## src/rtl/poly_eval_accelerator_if.sv

```systemverilog
// Result/status bundle driven by the polynomial evaluation accelerator.
interface poly_eval_accelerator_if #(
  parameter int unsigned WIDTH = 16
);
  logic [WIDTH-1:0] sum;
  logic [WIDTH-1:0] result;
  logic             result_valid;
  logic [1:0]       status;
  logic             halted;

  modport master (output sum, output result, output result_valid, output status, output halted);
  modport slave  (input  sum, input  result, input  result_valid, input  status, input  halted);
endinterface

```

## src/rtl/poly_eval_accelerator.sv

```systemverilog
// Polynomial evaluation accelerator: ROM-fed instruction/data FIFOs and a
// Horner-method core that reports one result per EVAL.

// Synchronous FIFO with registered read port; power-of-two depth.
module poly_eval_fifo #(
  parameter int unsigned WIDTH = 16,
  parameter int unsigned DEPTH = 8
) (
  input  logic             clock,
  input  logic             reset,
  input  logic             wr_en,
  input  logic [WIDTH-1:0] wr_data,
  input  logic             rd_en,
  output logic [WIDTH-1:0] rd_data,
  output logic             full_c,
  output logic             empty_c
);
  localparam int unsigned AW = $clog2(DEPTH);
  localparam int unsigned CW = AW + 1;

  logic [WIDTH-1:0] mem [DEPTH];
  logic [AW-1:0]    wr_ptr;
  logic [AW-1:0]    rd_ptr;
  logic [CW-1:0]    count;
  logic             do_wr_c;
  logic             do_rd_c;

  assign full_c  = (count == CW'(DEPTH));
  assign empty_c = (count == '0);
  assign do_rd_c = rd_en && !empty_c;
  // A write into a full FIFO is accepted only when a read frees a slot.
  assign do_wr_c = wr_en && (!full_c || do_rd_c);

  // Storage array; contents are only observed after being written.
  always_ff @(posedge clock) begin
    if (do_wr_c) mem[wr_ptr] <= wr_data;
  end

  // Pointers, occupancy and registered read data.
  always_ff @(posedge clock or negedge reset) begin
    if (!reset) begin
      wr_ptr  <= '0;
      rd_ptr  <= '0;
      count   <= '0;
      rd_data <= '0;
    end else begin
      if (do_wr_c) wr_ptr <= wr_ptr + AW'(1);
      if (do_rd_c) begin
        rd_ptr  <= rd_ptr + AW'(1);
        rd_data <= mem[rd_ptr];
      end
      case ({do_wr_c, do_rd_c})
        2'b10:   count <= count + CW'(1);
        2'b01:   count <= count - CW'(1);
        default: ;
      endcase
    end
  end
endmodule

module poly_eval_accelerator #(
  parameter int unsigned WIDTH      = 16,
  parameter int unsigned FIFO_DEPTH = 8,
  parameter int unsigned IROM_LEN   = 4,
  parameter int unsigned DROM_LEN   = 9,
  // Entry 0 sits in the least significant WIDTH bits.
  parameter logic [IROM_LEN*WIDTH-1:0] IROM = {
    {2'b11, (WIDTH-2)'(0)},
    {2'b01, (WIDTH-6)'(0), 4'd0},
    {2'b01, (WIDTH-6)'(0), 4'd1},
    {2'b01, (WIDTH-6)'(0), 4'd2}
  },
  parameter logic [DROM_LEN*WIDTH-1:0] DROM = {
    WIDTH'(6), WIDTH'(9), WIDTH'(7), WIDTH'(4), WIDTH'(5),
    WIDTH'(1), WIDTH'(2), WIDTH'(3), WIDTH'(2)
  }
) (
  input  logic                    clock,
  input  logic                    reset,
  poly_eval_accelerator_if.master io
);
  localparam int unsigned IPW = $clog2(IROM_LEN + 1);
  localparam int unsigned DPW = $clog2(DROM_LEN + 1);
  localparam int unsigned CNW = 5;

  typedef enum logic [2:0] {
    S_IDLE, S_FETCH, S_DECODE, S_LOAD_X, S_ACCUM, S_WRITE, S_HALTED
  } state_t;

  state_t           state_q, state_n;
  logic [IPW-1:0]   iptr_q;
  logic [DPW-1:0]   dptr_q;
  logic             ins_wr_c, dat_wr_c;
  logic             ins_rd_c, dat_rd_c;
  logic [WIDTH-1:0] ins_rdata, dat_rdata;
  logic             ins_full_c, ins_empty_c, dat_full_c, dat_empty_c;
  logic [1:0]       op_c;
  logic             unused_ins_bits_c;

  logic [3:0]       deg_q;
  logic             ill_q;
  logic             pend_q;
  logic [CNW-1:0]   cnt_q, req_q;
  logic [WIDTH-1:0] x_q, sum_q, result_q;
  logic             rv_q, halted_q;
  logic [1:0]       status_q;

  assign ins_wr_c = (iptr_q != IPW'(IROM_LEN)) && !ins_full_c;
  assign dat_wr_c = (dptr_q != DPW'(DROM_LEN)) && !dat_full_c;
  assign op_c     = ins_rdata[WIDTH-1 -: 2];
  assign unused_ins_bits_c = ^ins_rdata[WIDTH-3:4];

  poly_eval_fifo #(.WIDTH(WIDTH), .DEPTH(FIFO_DEPTH)) u_ins_fifo (
    .clock   (clock),
    .reset   (reset),
    .wr_en   (ins_wr_c),
    .wr_data (IROM[int'(iptr_q)*WIDTH +: WIDTH]),
    .rd_en   (ins_rd_c),
    .rd_data (ins_rdata),
    .full_c  (ins_full_c),
    .empty_c (ins_empty_c)
  );

  poly_eval_fifo #(.WIDTH(WIDTH), .DEPTH(FIFO_DEPTH)) u_dat_fifo (
    .clock   (clock),
    .reset   (reset),
    .wr_en   (dat_wr_c),
    .wr_data (DROM[int'(dptr_q)*WIDTH +: WIDTH]),
    .rd_en   (dat_rd_c),
    .rd_data (dat_rdata),
    .full_c  (dat_full_c),
    .empty_c (dat_empty_c)
  );

  // ROM sources: stream each ROM once into its FIFO, pausing while full.
  always_ff @(posedge clock or negedge reset) begin
    if (!reset) begin
      iptr_q <= '0;
      dptr_q <= '0;
    end else begin
      if (ins_wr_c) iptr_q <= iptr_q + IPW'(1);
      if (dat_wr_c) dptr_q <= dptr_q + DPW'(1);
    end
  end

  // Core state register.
  always_ff @(posedge clock or negedge reset) begin
    if (!reset) state_q <= S_IDLE;
    else        state_q <= state_n;
  end

  // Core next-state and FIFO read requests.
  always_comb begin
    state_n  = state_q;
    ins_rd_c = 1'b0;
    dat_rd_c = 1'b0;
    case (state_q)
      S_IDLE:  state_n = S_FETCH;
      S_FETCH: begin
        if (!ins_empty_c) begin
          ins_rd_c = 1'b1;
          state_n  = S_DECODE;
        end
      end
      S_DECODE: begin
        case (op_c)
          2'b01:   state_n = S_LOAD_X;
          2'b10:   state_n = S_WRITE;
          2'b11:   state_n = S_HALTED;
          default: state_n = S_FETCH;
        endcase
      end
      // First cycle requests x, the following cycle captures it.
      S_LOAD_X: begin
        if (pend_q)            state_n  = S_ACCUM;
        else if (!dat_empty_c) dat_rd_c = 1'b1;
      end
      // Coefficient reads are pipelined one per cycle while any remain.
      S_ACCUM: begin
        if ((req_q != '0) && !dat_empty_c) dat_rd_c = 1'b1;
        if (pend_q && (cnt_q == CNW'(1)))  state_n  = S_WRITE;
      end
      S_WRITE:  state_n = S_FETCH;
      S_HALTED: state_n = S_HALTED;
      default:  state_n = S_IDLE;
    endcase
  end

  // Horner datapath and registered result/status outputs.
  always_ff @(posedge clock or negedge reset) begin
    if (!reset) begin
      deg_q    <= '0;
      ill_q    <= 1'b0;
      pend_q   <= 1'b0;
      cnt_q    <= '0;
      req_q    <= '0;
      x_q      <= '0;
      sum_q    <= '0;
      result_q <= '0;
      rv_q     <= 1'b0;
      status_q <= 2'b00;
      halted_q <= 1'b0;
    end else begin
      pend_q <= dat_rd_c;
      rv_q   <= 1'b0;
      case (state_q)
        S_DECODE: begin
          deg_q <= ins_rdata[3:0];
          ill_q <= (op_c == 2'b10);
          if (op_c == 2'b11) begin
            halted_q <= 1'b1;
            status_q <= 2'b11;
            rv_q     <= 1'b1;
          end
        end
        S_LOAD_X: begin
          if (pend_q) begin
            x_q   <= dat_rdata;
            sum_q <= '0;
            cnt_q <= CNW'(deg_q) + CNW'(1);
            req_q <= CNW'(deg_q) + CNW'(1);
          end
        end
        S_ACCUM: begin
          if (dat_rd_c) req_q <= req_q - CNW'(1);
          if (pend_q) begin
            sum_q <= sum_q * x_q + dat_rdata;
            cnt_q <= cnt_q - CNW'(1);
          end
        end
        S_WRITE: begin
          rv_q <= 1'b1;
          if (ill_q) begin
            status_q <= 2'b10;
          end else begin
            result_q <= sum_q;
            status_q <= 2'b01;
          end
        end
        default: ;
      endcase
    end
  end

  assign io.sum          = sum_q;
  assign io.result       = result_q;
  assign io.result_valid = rv_q;
  assign io.status       = status_q;
  assign io.halted       = halted_q;
endmodule

```

## src/flat_wrapper.sv

```systemverilog
// flat-port wrapper written by rule: the top's interface ports become plain ports
module poly_eval_accelerator_flat 
#(
  parameter int unsigned WIDTH      = 16,
  parameter int unsigned FIFO_DEPTH = 8,
  parameter int unsigned IROM_LEN   = 4,
  parameter int unsigned DROM_LEN   = 9,
                                                      
  parameter logic [IROM_LEN*WIDTH-1:0] IROM = {
    {2'b11, (WIDTH-2)'(0)},
    {2'b01, (WIDTH-6)'(0), 4'd0},
    {2'b01, (WIDTH-6)'(0), 4'd1},
    {2'b01, (WIDTH-6)'(0), 4'd2}
  },
  parameter logic [DROM_LEN*WIDTH-1:0] DROM = {
    WIDTH'(6), WIDTH'(9), WIDTH'(7), WIDTH'(4), WIDTH'(5),
    WIDTH'(1), WIDTH'(2), WIDTH'(3), WIDTH'(2)
  }
)
  (clock, reset, io_sum, io_result, io_result_valid, io_status, io_halted);
  poly_eval_accelerator_if #(.WIDTH(WIDTH)) io_i ();
  input  logic clock;
  input  logic reset;
  output wire logic [$bits(io_i.sum)-1:0] io_sum;
  output wire logic [$bits(io_i.result)-1:0] io_result;
  output wire logic [$bits(io_i.result_valid)-1:0] io_result_valid;
  output wire logic [$bits(io_i.status)-1:0] io_status;
  output wire logic [$bits(io_i.halted)-1:0] io_halted;
  assign io_sum = io_i.sum;
  assign io_result = io_i.result;
  assign io_result_valid = io_i.result_valid;
  assign io_status = io_i.status;
  assign io_halted = io_i.halted;
  poly_eval_accelerator #(.WIDTH(WIDTH), .FIFO_DEPTH(FIFO_DEPTH), .IROM_LEN(IROM_LEN), .DROM_LEN(DROM_LEN), .IROM(IROM), .DROM(DROM)) u_core (.clock(clock), .reset(reset), .io(io_i));
endmodule
```

## config.mk

```make
export PLATFORM = sky130hd
export DESIGN_NAME = poly_eval_accelerator_flat
export DESIGN_NICKNAME = d
export VERILOG_FILES = /design/src/rtl/poly_eval_accelerator_if.sv /design/src/rtl/poly_eval_accelerator.sv /design/src/flat_wrapper.sv
export SDC_FILE = /design/constraint.sdc
export NUM_CORES = 1
export LEC_CHECK = 0
export ABC_AREA = 1
export CORE_UTILIZATION = 45
export DETAILED_ROUTE_END_ITERATION = 8
export PLACE_DENSITY = 0.7
export SLEW_MARGIN = 40
export SYNTH_ARGS = -nofsm -noshare
export SYNTH_HDL_FRONTEND = slang
export SYNTH_SLANG_ARGS = --single-unit
```

## constraint.sdc

```tcl
create_clock -name clock -period 4.55 [get_ports clock]
set_clock_uncertainty 0.15 [all_clocks]
set_input_delay 0.455 -clock clock [delete_from_list [all_inputs] [get_ports clock]]
set_output_delay 0.455 -clock clock [all_outputs]
set_load 0.02 [all_outputs]
```

==> metrics.log, run 1 <==
[metrics] synthesized area per cell: 9.14 sq um
[metrics] simple-gate area share of the yosys netlist: 14.9%
[metrics] maximum net fanout on the critical path: 5
[metrics] cell with the largest stage delay on the worst path: sky130_fd_sc_hd__fa_1
[metrics] violations in the final reports: design-rule violations, negative setup slack
[metrics] worst slack, placed: -148 ps
[metrics] Chip Height: 152 microns
[metrics] setup ws final: -56.7 ps
[metrics] arrival time worst endpoint: 4800 ps
[metrics] Fill cells: 1,889
[metrics] floorplan row count: 54
[metrics] Placer Congestion: 0.874
[metrics] share of the clock period used by the worst path: 101%
[metrics] vias: 7,417
[metrics] remaining antenna violation count after routing: 0
[metrics] TritonCTS buffer count: 17
[metrics] adder-cell share of the synthesized area: 22.2%
[metrics] I/O Buffers: 37
[metrics] fraction of synthesized cell area in xor and xnor cells: 2.07%
[metrics] number of global-route vias before repair: 7,508
[metrics] Buf+Inv Stages, Crit Path: 6
[metrics] number of enable flip-flop cells after synthesis: 64
[metrics] start point of the worst min-delay path: u_core.u_ins_fifo.rd_data[14]$_DFFE_PN0P_
[metrics] final net count: 1,367
[metrics] total wirelength of the detailed-routed design: 20.5 mm
[metrics] Hold Path Stages: 1
[metrics] max capacitance violation total: 0
[metrics] most common cell after layout, fill and taps aside: sky130_fd_sc_hd__inv_1
[metrics] Post-Syn Instances: 1,109
[metrics] antenna violations before repair: 0
[metrics] largest area contributor in the netlist: sky130_fd_sc_hd__dfrtp_1
[metrics] end of the worst register-to-register path: u_core.io.sum[13]$_DFFE_PN0P_
[metrics] worst path cell trace: buf_4 > nand2_1 > inv_1 > fa_1 > ha_1 > inv_1 > fa_1 > fa_1 > inv_2 > fa_1 > inv_2 > fa_1 > inv_2 > ha_4 > nand2_4 > nor2_1 > nor2_1 > nand3_2 > a21oi_2 > o21ai_0 > o21ai_1
[metrics] fmax: 217 MHz
[metrics] kind of launch point of the worst setup path: register
[metrics] count of final setup violators: 4
[metrics] worst hold path endpoint: u_core.ill_q$_DFFE_PN0P_
[metrics] first-pass GRT wire length: 34.8 mm
[metrics] ratio of cells with drive above 1 in the final layout: 12.9%
[metrics] Setup TNS: -185 ps
[metrics] final slew viol count: 0
[metrics] number of warnings reported in the yosys synthesis log: 0
[metrics] area share of the largest cell type after synthesis: 22.7%
[metrics] Global Route Usage Sum: 18.8%
[metrics] insertion delay to the later sink of the worst-skew pair: 430 ps
[metrics] DR DRC count: 4
[metrics] Core Util, Final: 55.5%
[metrics] full die area: 23,100 sq um
[metrics] initial standard-cell utilization of the core: 46.2%
[metrics] R2R cell count: 21
[metrics] crit path time final: 4610 ps
[metrics] H-tree Lvls: 4
[metrics] RSZ-0062 raised after global routing: true
[metrics] core region area: 22,000 sq um
[metrics] per-cell routed wire length: 13.5 microns
[metrics] required time of the critical path: 4750 ps
[metrics] CP max stage delay: 510 ps
[metrics] detailed placement HPWL: 15.4 mm
[metrics] total overflow reported by the global router: 0
[metrics] normalized max-slew margin: 47.9%
[metrics] flip-flop and latch count after synthesis: 156
[metrics] root buffer cell: sky130_fd_sc_hd__clkbuf_16
[metrics] source of the worst register-to-register timing path: u_core.x_q[3]$_DFFE_PN0P_
[metrics] Top-Level Pins: 38
[metrics] post-detailed-route via-to-cell ratio: 4.90
[metrics] run status: complete, but fails checks
[metrics] TritonCTS clock tree: yes
[metrics] combined area of all synthesized cells: 10,100 sq um
[metrics] maximum buffer depth of the clock tree: 2
[metrics] Chip Width: 152 microns
[metrics] type of destination of the critical path: register
[metrics] post-CTS clock slew at the launch and capture registers of the worst setup and hold paths: 60 ps
[metrics] Least-Margin Pin Slew: 777 ps
[metrics] path class of the lowest-slack min-delay path: reg -> reg
[metrics] ranking of synthesized cells by area: sky130_fd_sc_hd__dfrtp_1 (23%), sky130_fd_sc_hd__edfxtp_1 (19%), sky130_fd_sc_hd__fa_1 (12%)
[metrics] portion of netlist area occupied by mux cells: 0.111%
[metrics] largest net degree at the start of global routing: 66
[metrics] highest-count cells in the layout ignoring fill and taps: sky130_fd_sc_hd__inv_1 (216), sky130_fd_sc_hd__nand2_1 (204), sky130_fd_sc_hd__nor2_1 (98)
[metrics] area delta synth->final: 20.1%
[metrics] category of the critical setup timing path: reg -> reg
[metrics] number of antenna cells inserted: 0
[metrics] top flip-flop cell by instance count after synthesis: sky130_fd_sc_hd__dfrtp_1
[metrics] share of async-settable or async-resettable flops after synthesis: 59.0%
[metrics] Most Frequent Cell on Critical Path: sky130_fd_sc_hd__fa_1
[metrics] dominant combinational cell family by area after synthesis: adder cells
[metrics] Final Hold Vio Count: 0
[metrics] router iterations before antenna repair: 8
[metrics] First DRT Iteration DRCs: 503
[metrics] Worst R2R Setup Slack: -60 ps
[metrics] critical path's top delay family: adder cells
[metrics] count of distinct cell types in the synthesized netlist: 45
[metrics] CTS sink cnt: 156
[metrics] proportion of synthesized chip area in sequential cells: 41.7%
[metrics] post-synthesis compound-gate area fraction: 9.03%
==> repair_timing <==
item,in CTS,in global routing
buffers inserted,2,5
hold buffers,1,0
gates resized for setup,24,62
pin swaps,4,37
hold endpoints to repair,64,0
endpoints found under the setup margin,7,8
==> cell families after synthesis <==
logic type	Yosys count
buffers and inverters	255
xor gates and xnor gates	24
muxes	1
and+or+nand+nor	368
other	2
adders and majority gates	143
DFF	156
AOI/OAI and AO/OA	160
==> worst reg2reg max path, cell delays in order, from the launching register on <==
cell and delay [ps]:
sky130_fd_sc_hd__dfrtp_1 410, sky130_fd_sc_hd__buf_4 170, sky130_fd_sc_hd__nand2_1 90, sky130_fd_sc_hd__inv_1 60
sky130_fd_sc_hd__fa_1 510, sky130_fd_sc_hd__ha_1 140, sky130_fd_sc_hd__inv_1 50, sky130_fd_sc_hd__fa_1 460
sky130_fd_sc_hd__fa_1 490, sky130_fd_sc_hd__inv_2 70, sky130_fd_sc_hd__fa_1 430, sky130_fd_sc_hd__inv_2 70
sky130_fd_sc_hd__fa_1 420, sky130_fd_sc_hd__inv_2 80, sky130_fd_sc_hd__ha_4 220, sky130_fd_sc_hd__nand2_4 110
sky130_fd_sc_hd__nor2_1 60, sky130_fd_sc_hd__nor2_1 140, sky130_fd_sc_hd__nand3_2 110, sky130_fd_sc_hd__a21oi_2 140
sky130_fd_sc_hd__o21ai_0 90, sky130_fd_sc_hd__o21ai_1 70
==> synthesized netlist by cell type (all sizes together), types with 8 or more instances <==
master and number:
a21oi 20, buf 13, clkbuf 11, dfrtp 92
edfxtp 64, fa 62, ha 81, inv 231
nand2 219, nand3 27, nor2 109, o21ai 95
o32ai 8, xor2 17
==> sequential cells by signal, indices dropped and copies added, names as in the netlist, 2 cells and up <==
signal,flops
u_core.u_ins_fifo.rd_ptr,3
u_core.cnt_q,5
u_core.u_ins_fifo.wr_ptr,3
u_core.io.result,16
u_core.u_dat_fifo.mem,32
u_core.state_q,3
u_core.req_q,5
u_core.u_dat_fifo.count,4
u_core.io.sum,16
u_core.io.status,2
u_core.u_ins_fifo.count,4
u_core.deg_q,2
u_core.u_dat_fifo.wr_ptr,3
u_core.dptr_q,4
u_core.u_ins_fifo.rd_data,4
u_core.u_dat_fifo.rd_ptr,3
u_core.u_dat_fifo.rd_data,4
u_core.u_ins_fifo.mem,32
u_core.iptr_q,3
u_core.x_q,4
==> area by class of cell <==
class	instances	area, sq um	share of cell area [%]
multi-input combinational	735	5410	44.4
clock inverter	15	186	1.53
timing repair buffer	81	712	5.85
clock buffer	17	425	3.49
inverter	231	867	7.12
sequential	156	4230	34.7
tap	280	350	2.88
==> metal layers <==
layer / wire length, microns / GRT usage (%) / vias up
li1: - / - / 3679
met1: 9060 / 23.5 / 3602
met2: 10700 / 33.3 / 114
met3: 504 / 3.19 / 22
met4: 283 / 5.98 / 0
met5: 0 / 0 / -
==> through the flow <==
stage	cells	area (sq um)	hold WS (ps)
5_1_grt	1515	12200	326
3_3_place_gp	1475	11100	300
3_5_place_dp	1475	11200	303
2_1_floorplan	1146	10300	9.41
6_report	1515	12200	310
4_1_cts	1510	11900	312
==> worst max path at each step <==
| stage | startpoint | endpoint | slack, ps | depth (start not counted) |
|---|---|---|---|---|
| 2_1_floorplan | u_core.x_q[1]$_DFFE_PN0P_ | u_core.io.sum[14]$_DFFE_PN0P_ | 40 | 20 |
| 3_3_place_gp | u_core.x_q[3]$_DFFE_PN0P_ | u_core.io.sum[15]$_DFFE_PN0P_ | -50 | 21 |
| 3_5_place_dp | u_core.x_q[3]$_DFFE_PN0P_ | u_core.io.sum[15]$_DFFE_PN0P_ | -150 | 21 |
| 4_1_cts | u_core.x_q[1]$_DFFE_PN0P_ | u_core.io.sum[15]$_DFFE_PN0P_ | -20 | 19 |
| 5_1_grt | u_core.x_q[3]$_DFFE_PN0P_ | u_core.io.sum[14]$_DFFE_PN0P_ | -290 | 21 |
| 6_report | u_core.x_q[3]$_DFFE_PN0P_ | u_core.io.sum[13]$_DFFE_PN0P_ | -60 | 21 |
Power of run 1 is not shown: default switching activity piles up to over one toggle a cycle in this logic, so the estimate is an artifact.
==> run 2, diff against run 1 <==
- CORE_MARGIN: not set -> 1
- PLACE_DENSITY: 0.7 -> 0.68
- clock period: 4.55 -> 5.6 ns (I/O delays scaled with it)
==> metrics.log, run 2 (synthesis gave the netlist of run 1 again) <==
[metrics] run status: complete, but fails checks (unchanged)
[metrics] violations in the final reports: design-rule violations (was design-rule violations, negative setup slack)
[metrics] Global Route Usage Sum: 18.8% (about the same)
[metrics] start point of the worst min-delay path: u_core.u_ins_fifo.rd_data[14]$_DFFE_PN0P_ (unchanged)
[metrics] arrival time worst endpoint: 5330 ps (was 4800 ps)
[metrics] fmax: 193 MHz (was 217 MHz)
[metrics] floorplan row count: 54 (unchanged)
[metrics] final net count: 1,328 (was 1,367)
[metrics] full die area: 23,100 sq um (unchanged)
[metrics] normalized max-slew margin: 52.1% (was 47.9%)
[metrics] Setup TNS: 0 ps (was -185 ps)
[metrics] RSZ-0062 raised after global routing: false (was true)
[metrics] R2R cell count: 18 (was 21)
[metrics] max capacitance violation total: 0 (unchanged)
[metrics] kind of launch point of the worst setup path: register (unchanged)
[metrics] cell with the largest stage delay on the worst path: sky130_fd_sc_hd__dfrtp_1 (was sky130_fd_sc_hd__fa_1)
[metrics] vias: 7,228 (was 7,417)
[metrics] first-pass GRT wire length: 34.8 mm (unchanged)
[metrics] router iterations before antenna repair: 9 (was 8)
[metrics] Final Hold Vio Count: 0 (unchanged)
[metrics] CTS sink cnt: 156 (unchanged)
[metrics] count of final setup violators: 0 (was 4)
[metrics] largest net degree at the start of global routing: 78 (was 66)
[metrics] maximum net fanout on the critical path: 14 (was 5)
[metrics] antenna violations before repair: 0 (unchanged)
[metrics] Least-Margin Pin Slew: 719 ps (was 777 ps)
[metrics] crit path time final: 5180 ps (was 4610 ps)
[metrics] detailed placement HPWL: 15.1 mm (was 15.4 mm)
[metrics] path class of the lowest-slack min-delay path: reg -> reg (unchanged)
[metrics] CP max stage delay: 690 ps (was 510 ps)
[metrics] worst hold path endpoint: u_core.ill_q$_DFFE_PN0P_ (unchanged)
[metrics] TritonCTS clock tree: yes (unchanged)
[metrics] type of destination of the critical path: register (unchanged)
[metrics] ratio of cells with drive above 1 in the final layout: 5.02% (was 12.9%)
[metrics] Worst R2R Setup Slack: 420 ps (was -60 ps)
[metrics] DR DRC count: 7 (was 4)
[metrics] category of the critical setup timing path: reg -> reg (unchanged)
[metrics] core region area: 22,000 sq um (unchanged)
[metrics] Top-Level Pins: 38 (unchanged)
[metrics] share of the clock period used by the worst path: 92.5% (was 101%)
[metrics] final slew viol count: 0 (unchanged)
[metrics] source of the worst register-to-register timing path: u_core.x_q[3]$_DFFE_PN0P_ (unchanged)
[metrics] number of antenna cells inserted: 0 (unchanged)
[metrics] required time of the critical path: 5740 ps (was 4750 ps)
[metrics] most common cell after layout, fill and taps aside: sky130_fd_sc_hd__inv_1 (unchanged)
[metrics] insertion delay to the later sink of the worst-skew pair: 430 ps (about the same)
[metrics] largest registers in the final layout: u_core.u_dat_fifo.mem (32), u_core.u_ins_fifo.mem (32) (unchanged)
[metrics] worst path cell trace: nand2_1 > fa_1 > inv_1 > fa_1 > ha_1 > ha_1 > fa_1 > inv_1 > fa_1 > inv_1 > ha_1 > nand2_1 > o21ai_0 > nand2_1 > nand3_1 > a21oi_1 > o21ai_0 > o21ai_0 (was buf_4 > nand2_1 > inv_1 > fa_1 > ha_1 > inv_1 > fa_1 > fa_1 > inv_2 > fa_1 > inv_2 > fa_1 > inv_2 > ha_4 > nand2_4 > nor2_1 > nor2_1 > nand3_2 > a21oi_2 > o21ai_0 > o21ai_1)
[metrics] Chip Width: 152 microns (unchanged)
[metrics] Most Frequent Cell on Critical Path: sky130_fd_sc_hd__fa_1 (unchanged)
[metrics] Hold Path Stages: 1 (unchanged)
[metrics] number of global-route vias before repair: 7,227 (was 7,508)
[metrics] I/O Buffers: 37 (unchanged)
[metrics] post-CTS clock slew at the launch and capture registers of the worst setup and hold paths: 70 ps (was 60 ps)
[metrics] end of the worst register-to-register path: u_core.io.sum[14]$_DFFE_PN0P_ (was u_core.io.sum[13]$_DFFE_PN0P_)
[metrics] area delta synth->final: 13.5% (was 20.1%)
[metrics] TritonCTS buffer count: 17 (unchanged)
[metrics] H-tree Lvls: 4 (unchanged)
[metrics] total overflow reported by the global router: 0 (unchanged)
[metrics] root buffer cell: sky130_fd_sc_hd__clkbuf_16 (unchanged)
[metrics] remaining antenna violation count after routing: 0 (unchanged)
[metrics] highest-count cells in the layout ignoring fill and taps: sky130_fd_sc_hd__inv_1 (226), sky130_fd_sc_hd__nand2_1 (215), sky130_fd_sc_hd__nor2_1 (104) (was sky130_fd_sc_hd__inv_1 (216), sky130_fd_sc_hd__nand2_1 (204), sky130_fd_sc_hd__nor2_1 (98))
[metrics] per-cell routed wire length: 13.5 microns (about the same)
[metrics] maximum buffer depth of the clock tree: 2 (unchanged)
[metrics] First DRT Iteration DRCs: 492 (was 503)
[metrics] Chip Height: 152 microns (unchanged)
[metrics] post-detailed-route via-to-cell ratio: 4.90 (about the same)
[metrics] Placer Congestion: 0.852 (was 0.874)
[metrics] total wirelength of the detailed-routed design: 19.9 mm (was 20.5 mm)
[metrics] initial standard-cell utilization of the core: 46.2% (unchanged)
## run 2: changes by cell type in the layout (fill, tap and decap cells not counted), moves of 8 or more
cell and change:
sky130_fd_sc_hd__o21ai_0 +10, sky130_fd_sc_hd__nand3_2 -8, sky130_fd_sc_hd__nand2_1 +11, sky130_fd_sc_hd__inv_1 +10, sky130_fd_sc_hd__ha_4 -9, sky130_fd_sc_hd__buf_4 -37
sky130_fd_sc_hd__nand3_1 +8, sky130_fd_sc_hd__inv_2 -10, sky130_fd_sc_hd__ha_1 +10
## run 2: layer usage
metal	vias up	routed length, microns	GRT usage, %	part of all wire [%]
met4	0	344	6.71	1.7
met5	-	0	0	0
met3	25	576	3.11	2.9
met2	118	9940	32.4	50
met1	3481	9050	23.9	45
li1	3604	-	-	-
## run 2: final cells by class
type,instances,area (sq um)
repair buffers,42,412
inverters,231,867
fillers,1971,10500
clock inverters,14,146
clock buffers,18,439
flip-flops and latches,156,4220
multi-input cells,735,5060
well taps,280,350
## run 2: through the flow
stage	instances	instance area (sq um)	worst slack (ps)	hold WS, ps	util, %
CTS	1476	11500	471	313	52.3
floorplan	1146	10300	766	114	-
global route	1476	11500	69.0	345	52.4
finish	1476	11500	419	314	52.4
global placement	1443	10900	651	288	49.6
detailed placement	1443	10900	481	295	49.6
## run 2: timing repair
item | 4_1_cts | 5_1_grt
setup buffers | 0 | 0
hold endpoints to repair | 15 | 0
hold buffers | 1 | 0
resized for setup | 0 | 0
## run 2: how the worst max path moves through the flow
stage	slack [ps]	end	start
4_1_cts	470	u_core.io.sum[10]$_DFFE_PN0P_	u_core.x_q[3]$_DFFE_PN0P_
2_1_floorplan	770	u_core.io.sum[10]$_DFFE_PN0P_	u_core.x_q[1]$_DFFE_PN0P_
5_1_grt	70	u_core.io.sum[14]$_DFFE_PN0P_	u_core.x_q[3]$_DFFE_PN0P_
6_report	420	u_core.io.sum[14]$_DFFE_PN0P_	u_core.x_q[3]$_DFFE_PN0P_
3_3_place_gp	650	u_core.io.sum[14]$_DFFE_PN0P_	u_core.x_q[3]$_DFFE_PN0P_
3_5_place_dp	480	u_core.io.sum[10]$_DFFE_PN0P_	u_core.x_q[3]$_DFFE_PN0P_
## run 2: worst max-delay path, delay by kind of cell (launching register included)
kind / cells / cell delay (ps)
flops: 1 / 690
fa+ha+maj: 7 / 3040
buf+inv: 3 / 160
compound gates: 4 / 540
simple gates: 4 / 480
Power of run 2 is left out for the same reason.
==> run 3, diff against run 2 <==
- CTS_BUF_LIST: not set -> sky130_fd_sc_hd__clkbuf_16
==> metrics.log, run 3 (synthesis gave the netlist of run 1 again) <==
[metrics] run status: complete, but fails checks (unchanged)
[metrics] violations in the final reports: design-rule violations (unchanged)
[metrics] required time of the critical path: 5740 ps (about the same)
[metrics] number of antenna cells inserted: 0 (unchanged)
[metrics] maximum net fanout on the critical path: 14 (unchanged)
[metrics] first-pass GRT wire length: 34.8 mm (about the same)
[metrics] largest registers in the final layout: u_core.u_dat_fifo.mem (32), u_core.u_ins_fifo.mem (32) (unchanged)
[metrics] initial standard-cell utilization of the core: 46.2% (unchanged)
[metrics] kind of launch point of the worst setup path: register (unchanged)
[metrics] total wirelength of the detailed-routed design: 19.8 mm (was 19.9 mm)
[metrics] Setup TNS: 0 ps (unchanged)
[metrics] floorplan row count: 54 (unchanged)
[metrics] area delta synth->final: 13.4% (was 13.5%)
[metrics] Worst R2R Setup Slack: 440 ps (was 420 ps)
[metrics] critical path's top delay family: adder cells (unchanged)
[metrics] H-tree Lvls: 4 (unchanged)
[metrics] type of destination of the critical path: register (unchanged)
[metrics] number of buffers added for setup after CTS: 0 (unchanged)
[metrics] Hold Buf Count CTS: 1 (unchanged)
[metrics] highest-count cells in the layout ignoring fill and taps: sky130_fd_sc_hd__inv_1 (226), sky130_fd_sc_hd__nand2_1 (215), sky130_fd_sc_hd__nor2_1 (104) (unchanged)
[metrics] antenna violations before repair: 0 (unchanged)
[metrics] DR DRC count: 7 (unchanged)
[metrics] Hold Path Stages: 1 (unchanged)
[metrics] worst hold path endpoint: u_core.ill_q$_DFFE_PN0P_ (unchanged)
[metrics] final net count: 1,328 (unchanged)
[metrics] cell with the largest stage delay on the worst path: sky130_fd_sc_hd__dfrtp_1 (unchanged)
[metrics] count of final setup violators: 0 (unchanged)
[metrics] Multi-input gate area: 5060 sq um (unchanged)
[metrics] I/O Buffers: 37 (unchanged)
[metrics] detailed placement HPWL: 15.1 mm (unchanged)
[metrics] fmax: 194 MHz (was 193 MHz)
[metrics] Top-Level Pins: 38 (unchanged)
[metrics] final slew viol count: 0 (unchanged)
[metrics] largest net degree at the start of global routing: 78 (unchanged)
[metrics] root buffer cell: sky130_fd_sc_hd__clkbuf_16 (unchanged)
[metrics] Fill cells: 1,973 (was 1,971)
[metrics] Final Hold Vio Count: 0 (unchanged)
[metrics] TritonCTS buffer count: 17 (unchanged)
[metrics] post-detailed-route via-to-cell ratio: 4.91 (was 4.90)
[metrics] Chip Width: 152 microns (unchanged)
[metrics] crit path time final: 5160 ps (was 5180 ps)
[metrics] RSZ-0062 raised after global routing: false (unchanged)
[metrics] Chip Height: 152 microns (unchanged)
[metrics] path class of the lowest-slack min-delay path: reg -> reg (unchanged)
[metrics] category of the critical setup timing path: reg -> reg (unchanged)
[metrics] Global Route Usage Sum: 18.8% (about the same)
[metrics] max capacitance violation total: 0 (unchanged)
[metrics] First DRT Iteration DRCs: 489 (was 492)
[metrics] share of the clock period used by the worst path: 92.1% (was 92.5%)
[metrics] core region area: 22,000 sq um (unchanged)
[metrics] Buf+Inv Stages, Crit Path: 3 (unchanged)
[metrics] remaining antenna violation count after routing: 0 (unchanged)
[metrics] post-CTS resize count: 0 (unchanged)
[metrics] most common cell after layout, fill and taps aside: sky130_fd_sc_hd__inv_1 (unchanged)
[metrics] total overflow reported by the global router: 0 (unchanged)
[metrics] CTS sink cnt: 156 (unchanged)
[metrics] TritonCTS clock tree: yes (unchanged)
[metrics] source of the worst register-to-register timing path: u_core.x_q[3]$_DFFE_PN0P_ (unchanged)
[metrics] end of the worst register-to-register path: u_core.io.sum[14]$_DFFE_PN0P_ (unchanged)
[metrics] router iterations before antenna repair: 9 (unchanged)
[metrics] FF+latch area: 4220 sq um (unchanged)
[metrics] Placer Congestion: 0.852 (unchanged)
[metrics] start point of the worst min-delay path: u_core.u_ins_fifo.rd_data[14]$_DFFE_PN0P_ (unchanged)
[metrics] full die area: 23,100 sq um (unchanged)
[metrics] R2R cell count: 18 (unchanged)
[metrics] Most Frequent Cell on Critical Path: sky130_fd_sc_hd__fa_1 (unchanged)
[metrics] worst path cell trace: nand2_1 > fa_1 > inv_1 > fa_1 > ha_1 > ha_1 > fa_1 > inv_1 > fa_1 > inv_1 > ha_1 > nand2_1 > o21ai_0 > nand2_1 > nand3_1 > a21oi_1 > o21ai_0 > o21ai_0 (unchanged)
[metrics] normalized max-slew margin: 52.0% (was 52.1%)
[metrics] insertion delay to the later sink of the worst-skew pair: 430 ps (about the same)
[metrics] CP max stage delay: 670 ps (was 690 ps)
[metrics] maximum buffer depth of the clock tree: 2 (unchanged)
[metrics] ratio of cells with drive above 1 in the final layout: 4.93% (was 5.02%)
[metrics] post-CTS clock slew at the launch and capture registers of the worst setup and hold paths: 70 ps (about the same)
[metrics] Least-Margin Pin Slew: 720 ps (was 719 ps)
[metrics] vias: 7,245 (was 7,228)
[metrics] number of global-route vias before repair: 7,206 (was 7,227)
[metrics] per-cell routed wire length: 13.4 microns (was 13.5 microns)
[metrics] arrival time worst endpoint: 5300 ps (was 5330 ps)
[run 3: cell types whose count changed in the layout (fill, tap and decap cells not counted), sizes merged]
cell and change:
clkinv +1, clkbuf -1
[run 3: worst max path at each step]
stage | start | endpoint | slack (ps) | cells after the start
finish | u_core.x_q[3]$_DFFE_PN0P_ | u_core.io.sum[14]$_DFFE_PN0P_ | 440 | 18
global route | u_core.x_q[3]$_DFFE_PN0P_ | u_core.io.sum[14]$_DFFE_PN0P_ | 70 | 18
CTS | u_core.x_q[3]$_DFFE_PN0P_ | u_core.io.sum[10]$_DFFE_PN0P_ | 470 | 16
detailed placement | u_core.x_q[3]$_DFFE_PN0P_ | u_core.io.sum[10]$_DFFE_PN0P_ | 480 | 16
global placement | u_core.x_q[3]$_DFFE_PN0P_ | u_core.io.sum[14]$_DFFE_PN0P_ | 650 | 18
floorplan | u_core.x_q[1]$_DFFE_PN0P_ | u_core.io.sum[10]$_DFFE_PN0P_ | 770 | 18
[run 3: cell type report]
cell class,instances,share of cell area [%]
multi-input cells,735,44.1
flip-flops and latches,156,36.8
inverters,231,7.54
clock buffers,17,3.70
repair buffers,42,3.58
well taps,280,3.05
clock inverters,15,1.31
[run 3: routing by layer]
layer	share of wire (%)	global-route usage [%]
met5	0	0
met4	1.5	5.25
met3	3.4	4.02
met2	50	32.2
met1	45	23.9
[run 3: worst register-to-register path: cells and delay by family, from the launching register on]
kind,cells,cell delay [ps]
buffers and inverters,3,160
DFF,1,670
and+or+nand+nor,4,480
AOI/OAI and AO/OA,4,540
adders and majority gates,7,3040
[run 3: through the flow]
stage | setup WS [ps] | cells | cell area, sq um | hold WS [ps] | util [%]
floorplan | 766 | 1146 | 10300 | 114 | -
global placement | 651 | 1443 | 10900 | 288 | 49.6
detailed placement | 481 | 1443 | 10900 | 295 | 49.6
CTS | 471 | 1476 | 11500 | 313 | 52.3
global route | 68.9 | 1476 | 11500 | 345 | 52.3
finish | 441 | 1476 | 11500 | 311 | 52.3
Power of run 3 is left out for the same reason.
==> variant 1: new RTL, flow settings as in run 1 <==
Reset style: synchronous (`reset`), changed in 4 clocked blocks.
--- a/src/rtl/poly_eval_accelerator.sv
+++ b/src/rtl/poly_eval_accelerator.sv
@@ -37,7 +37,7 @@
   end
 
   // Pointers, occupancy and registered read data.
-  always_ff @(posedge clock or negedge reset) begin
+  always_ff @(posedge clock) begin
     if (!reset) begin
       wr_ptr  <= '0;
       rd_ptr  <= '0;
@@ -133,7 +133,7 @@
   );
 
   // ROM sources: stream each ROM once into its FIFO, pausing while full.
-  always_ff @(posedge clock or negedge reset) begin
+  always_ff @(posedge clock) begin
     if (!reset) begin
       iptr_q <= '0;
       dptr_q <= '0;
@@ -144,7 +144,7 @@
   end
 
   // Core state register.
-  always_ff @(posedge clock or negedge reset) begin
+  always_ff @(posedge clock) begin
     if (!reset) state_q <= S_IDLE;
     else        state_q <= state_n;
   end
@@ -187,7 +187,7 @@
   end
 
   // Horner datapath and registered result/status outputs.
-  always_ff @(posedge clock or negedge reset) begin
+  always_ff @(posedge clock) begin
     if (!reset) begin
       deg_q    <= '0;
       ill_q    <= 1'b0;
Check against the original RTL: no difference found for any inputs over 4 cycles, from zero or initial values and one cycle with reset low; that may be too few to reach the edited logic, so the function may still have changed.
==> variant 1 against run 1 <==
  * Non-clock buffer count fell by 3
  * Sequential cell count is the same
  * Synthesized cell count rose by 6.9%
  * First-iteration DRC count shrank 16%
  * Routed wire length increased by 4.3%
  * Area after synthesis decreased by 1.2%
  * Worst setup slack gained 0.081 ns
  * Cell area down 1.9%
  * Highest routed layer unchanged
Power is left out: it rests on default switching activity, and per cell area and clock period it moved more than threefold.
==> variant 1: results (changes against run 1) <==
- R2r worst-path depth: 18 (-14%)
- Final #Nets: 1432 (+4.8%)
- Synth Flop Type: dfxtp_1
- Finished Cell Area: 0.0119 sq mm (-1.9%)
- Endpoint type of the worst setup path: flop
- Via Count: 7804 (+5.2%)
- Pre-CTS setup slack: -0.0905 ns (+0.0578 ns)
- Worst stage delay on the critical path: 0.52 ns
- Layout Cells excl Fill: 1580 (+4.3%)
- First-pass GRT wire length: 34.8 mm (-0.22%)
- Status: completed
- Post-synthesis sequential area ratio: 0.376 (-0.0410)
- Total Routed Length: 21.4 mm (+4.3%)
- Synth cell count leaders: 220 x inv_1, 198 x nand2_1, 150 x nor2_1
- Largest net degree at the start of global routing: 61 (-7.6%)
- Clk Latency, worst-skew pair: 0.43 ns (about the same)
- Unique cell type count in the Yosys netlist: 53 (+18%)
- Hold_sp: u_core.io.halted
- HPWL after detailed placement: 15.7 mm (+1.8%)
- Number of global-route vias before repair: 7512 (+0.053%)
- Worst Hold Path Cells: 2 (+1)
- Placed inst area: 0.0110 sq mm (-1.4%)
- Hold Slack: 0.322 ns (+0.0121 ns)
- Crit path arrival time: 4.73 ns (-0.07 ns)
- Fmax: 221 MHz (+1.8%)
- Post-Place Cells: 1543 (+4.6%)
- Setup_tns: 0 ns (+0.185 ns)
- Relative slew slack: 0.519 (+0.0399)
- Clock Tree Root: clkbuf_16
- Pre-antenna DRT Iters: 5 (-3)
- Synthesized area per cell: 8.45 sq um (-7.6%)
- Worst setup path startpoint: u_core.x_q[1]
- Area contributors post-synth: edfxtp_1 19%, dfxtp_1 18%, fa_1 12%
- Crit Path Max Fanout: 5 (unchanged)
- Initial DRC Count: 425 (-16%)
- EDFF count, synth: 64 (unchanged)
- Placer congestion estimate: 0.850 (-2.8%)
- Total track usage: 0.195 (+0.00665)
- CTS clk-pin slew, worst paths: 0.07 ns
- Fraction of layout cells with a size suffix above 1: 0.124 (-0.00490)
- Share of flip-flops with an asynchronous set or reset: 0 (-0.590)
- Fill cells: 1924 (+1.9%)
- Worst Hold End: u_core.io.halted
- Worst r2r dst: u_core.io.sum[12]
## variant 1: layer usage
layer / global-route usage / vias up / wire length [microns]
li1: - / 3958 / -
met1: 0.227 / 3665 / 8950
met2: 0.354 / 141 / 11100
met3: 0.0370 / 40 / 788
met4: 0.0675 / 0 / 549
met5: 0 / - / 0
## variant 1: cells by family (layout without fill, tap and decap cells)
logic type      after synthesis  in the layout  synth area share
compound gates              203            203             0.115
xor+xnor                      6              6           0.00525
fa+ha+maj                   143            143             0.225
buf+inv                     260            337             0.103
flops                       156            156             0.376
mux                           4              4           0.00400
other cells                   2             39          0.000750
simple gates                412            412             0.171
## variant 1: layout make-up
cell class                      count  area share
Timing Repair Buffer               78      0.0570
Clock inverter                     15      0.0165
Tap cell                          280      0.0293
Sequential cell                   156       0.316
Clock buffer                       17      0.0356
Inverter                          227      0.0725
Multi-Input combinational cell    807       0.473
## variant 1: what timing repair did
item	in CTS	in global routing
pin swaps	1	37
buffers inserted	0	5
setup endpoints to repair	6	9
resized for setup	6	73
==> variant 2: new RTL, flow settings as in run 1 <==
Without the edit above. `FIFO_DEPTH` is set to 8 in 2 places; all go to 4.
--- a/src/rtl/poly_eval_accelerator.sv
+++ b/src/rtl/poly_eval_accelerator.sv
@@ -60,7 +60,7 @@
 
 module poly_eval_accelerator #(
   parameter int unsigned WIDTH      = 16,
-  parameter int unsigned FIFO_DEPTH = 8,
+  parameter int unsigned FIFO_DEPTH = 4,
   parameter int unsigned IROM_LEN   = 4,
   parameter int unsigned DROM_LEN   = 9,
   // Entry 0 sits in the least significant WIDTH bits.
--- a/src/flat_wrapper.sv
+++ b/src/flat_wrapper.sv
@@ -2,7 +2,7 @@
 module poly_eval_accelerator_flat 
 #(
   parameter int unsigned WIDTH      = 16,
-  parameter int unsigned FIFO_DEPTH = 8,
+  parameter int unsigned FIFO_DEPTH = 4,
   parameter int unsigned IROM_LEN   = 4,
   parameter int unsigned DROM_LEN   = 9,
                                                       
Formal check against the unedited RTL: no difference found for any inputs over 4 cycles, from zero or initial values and one cycle with reset low; that may be too few to reach the edited logic, so the function may still have changed.
==> variant 2 against run 1 <==
  * Area after synthesis fell by 15%
  * Routed wire length fell by 16%
  * Via count fell by 14%
  * Non-clock buffer count fell by 5
  * First-iteration DRC count fell by 34%
  * Sequential cell count fell by 38
  * Worst setup slack improved by 0.12 ns
  * Cell area fell by 14%
  * Largest cell class unchanged
Power is not shown: default switching activity piles up to over one toggle a cycle in this logic, so the estimate is an artifact.
==> variant 2: results (changes against run 1) <==
- Share of flip-flops with an asynchronous set or reset: 0.729 (+0.139)
- Number of clock-tree buffers in the layout: 21 (+4)
- Number of global-route vias before repair: 6564 (-13%)
- GR Util met2: 0.342 (+0.00926)
- Worst stage delay on the critical path: 0.56 ns (+0.05 ns)
- GR Layer Usage met3: 0.0376 (+0.00566)
- Xor/xnor share of the synthesized area: 0.0163 (-0.00445)
- Placer congestion estimate: 0.915 (+4.7%)
- Total track usage: 0.196 (+0.00819)
- Mux cell area share after synthesis: 0 (-0.00111)
- Footprint of the multi-input gates: 0.00491 sq mm (-9.3%)
- Area contributors post-synth: dfrtp_1 25%, fa_1 14%, ha_1 12%
- Largest net degree at the start of global routing: 61 (-7.6%)
- Synthesized area per cell: 8.74 sq um (-4.4%)
- Gates resized, CTS repair: 11 (-54%)
- Met1 Use GR: 0.244 (+0.00990)
- Placed inst area: 0.00957 sq mm (-14%)
- Final #Nets: 1243 (-9.1%)
- Relative slew slack: 0.618 (+0.140)
- First-pass GRT wire length: 30.5 mm (-13%)
- Final worst-path cycle share: 0.987 (-0.0258)
- Synth cell count leaders: 226 x inv_1, 200 x nand2_1, 86 x dfrtp_1
- Fill cells: 1650 (-13%)
- Synth Area in Adders: 0.262 (+0.0396)
- Sequential cell area: 0.00311 sq mm (-26%)
- Post-synthesis compound-gate area fraction: 0.0885 (-0.00180)
- Initial DRC Count: 331 (-34%)
- Buffering overhead: 0.0652 (+0.00674)
- DR WL/cell: 12.8 microns (-5.7%)
- Non-clk bufs: 76 (-6.2%)
- Pre-antenna DRT Iters: 5 (-3)
- EDFF count, synth: 32 (-50%)
- R2r setup slk: 0.06 ns (+0.12 ns)
- #MultiIn Comb: 651 (-11%)
- Inverters: 234 (+1.3%)
- Status: completed
-- variant 2: path summary, 6_finish.rpt --
kind / from / endpoint / cells past startpoint
worst max register to register: u_core.x_q[1] / u_core.io.sum[12] / 21
worst min-delay path: u_core.ill_q / u_core.io.status[0] / 1
max in group asynchronous: reset / u_core.io.result[0] / 3
worst max-delay path: u_core.x_q[1] / u_core.io.sum[12] / 21
worst min register to register: u_core.ill_q / u_core.io.status[0] / 1
min in group asynchronous: reset / u_core.u_ins_fifo.wr_ptr[1] / 2
-- variant 2: stage by stage --
step	setup TNS, ns	instances	utilization
6_report	0	1345	0.559
5_1_grt	-0.681	1345	0.559
4_1_cts	0	1343	0.546
3_5_place_dp	-0.164	1308	0.511
3_3_place_gp	-0.0670	1308	0.511
2_1_floorplan	0	1022	-
-- variant 2: metal layers --
| metal | part of all wire | vias up |
|---|---|---|
| met4 | 0.014 | 0 |
| li1 | - | 3217 |
| met3 | 0.028 | 20 |
| met2 | 0.51 | 92 |
| met1 | 0.44 | 3053 |
| met5 | 0 | - |
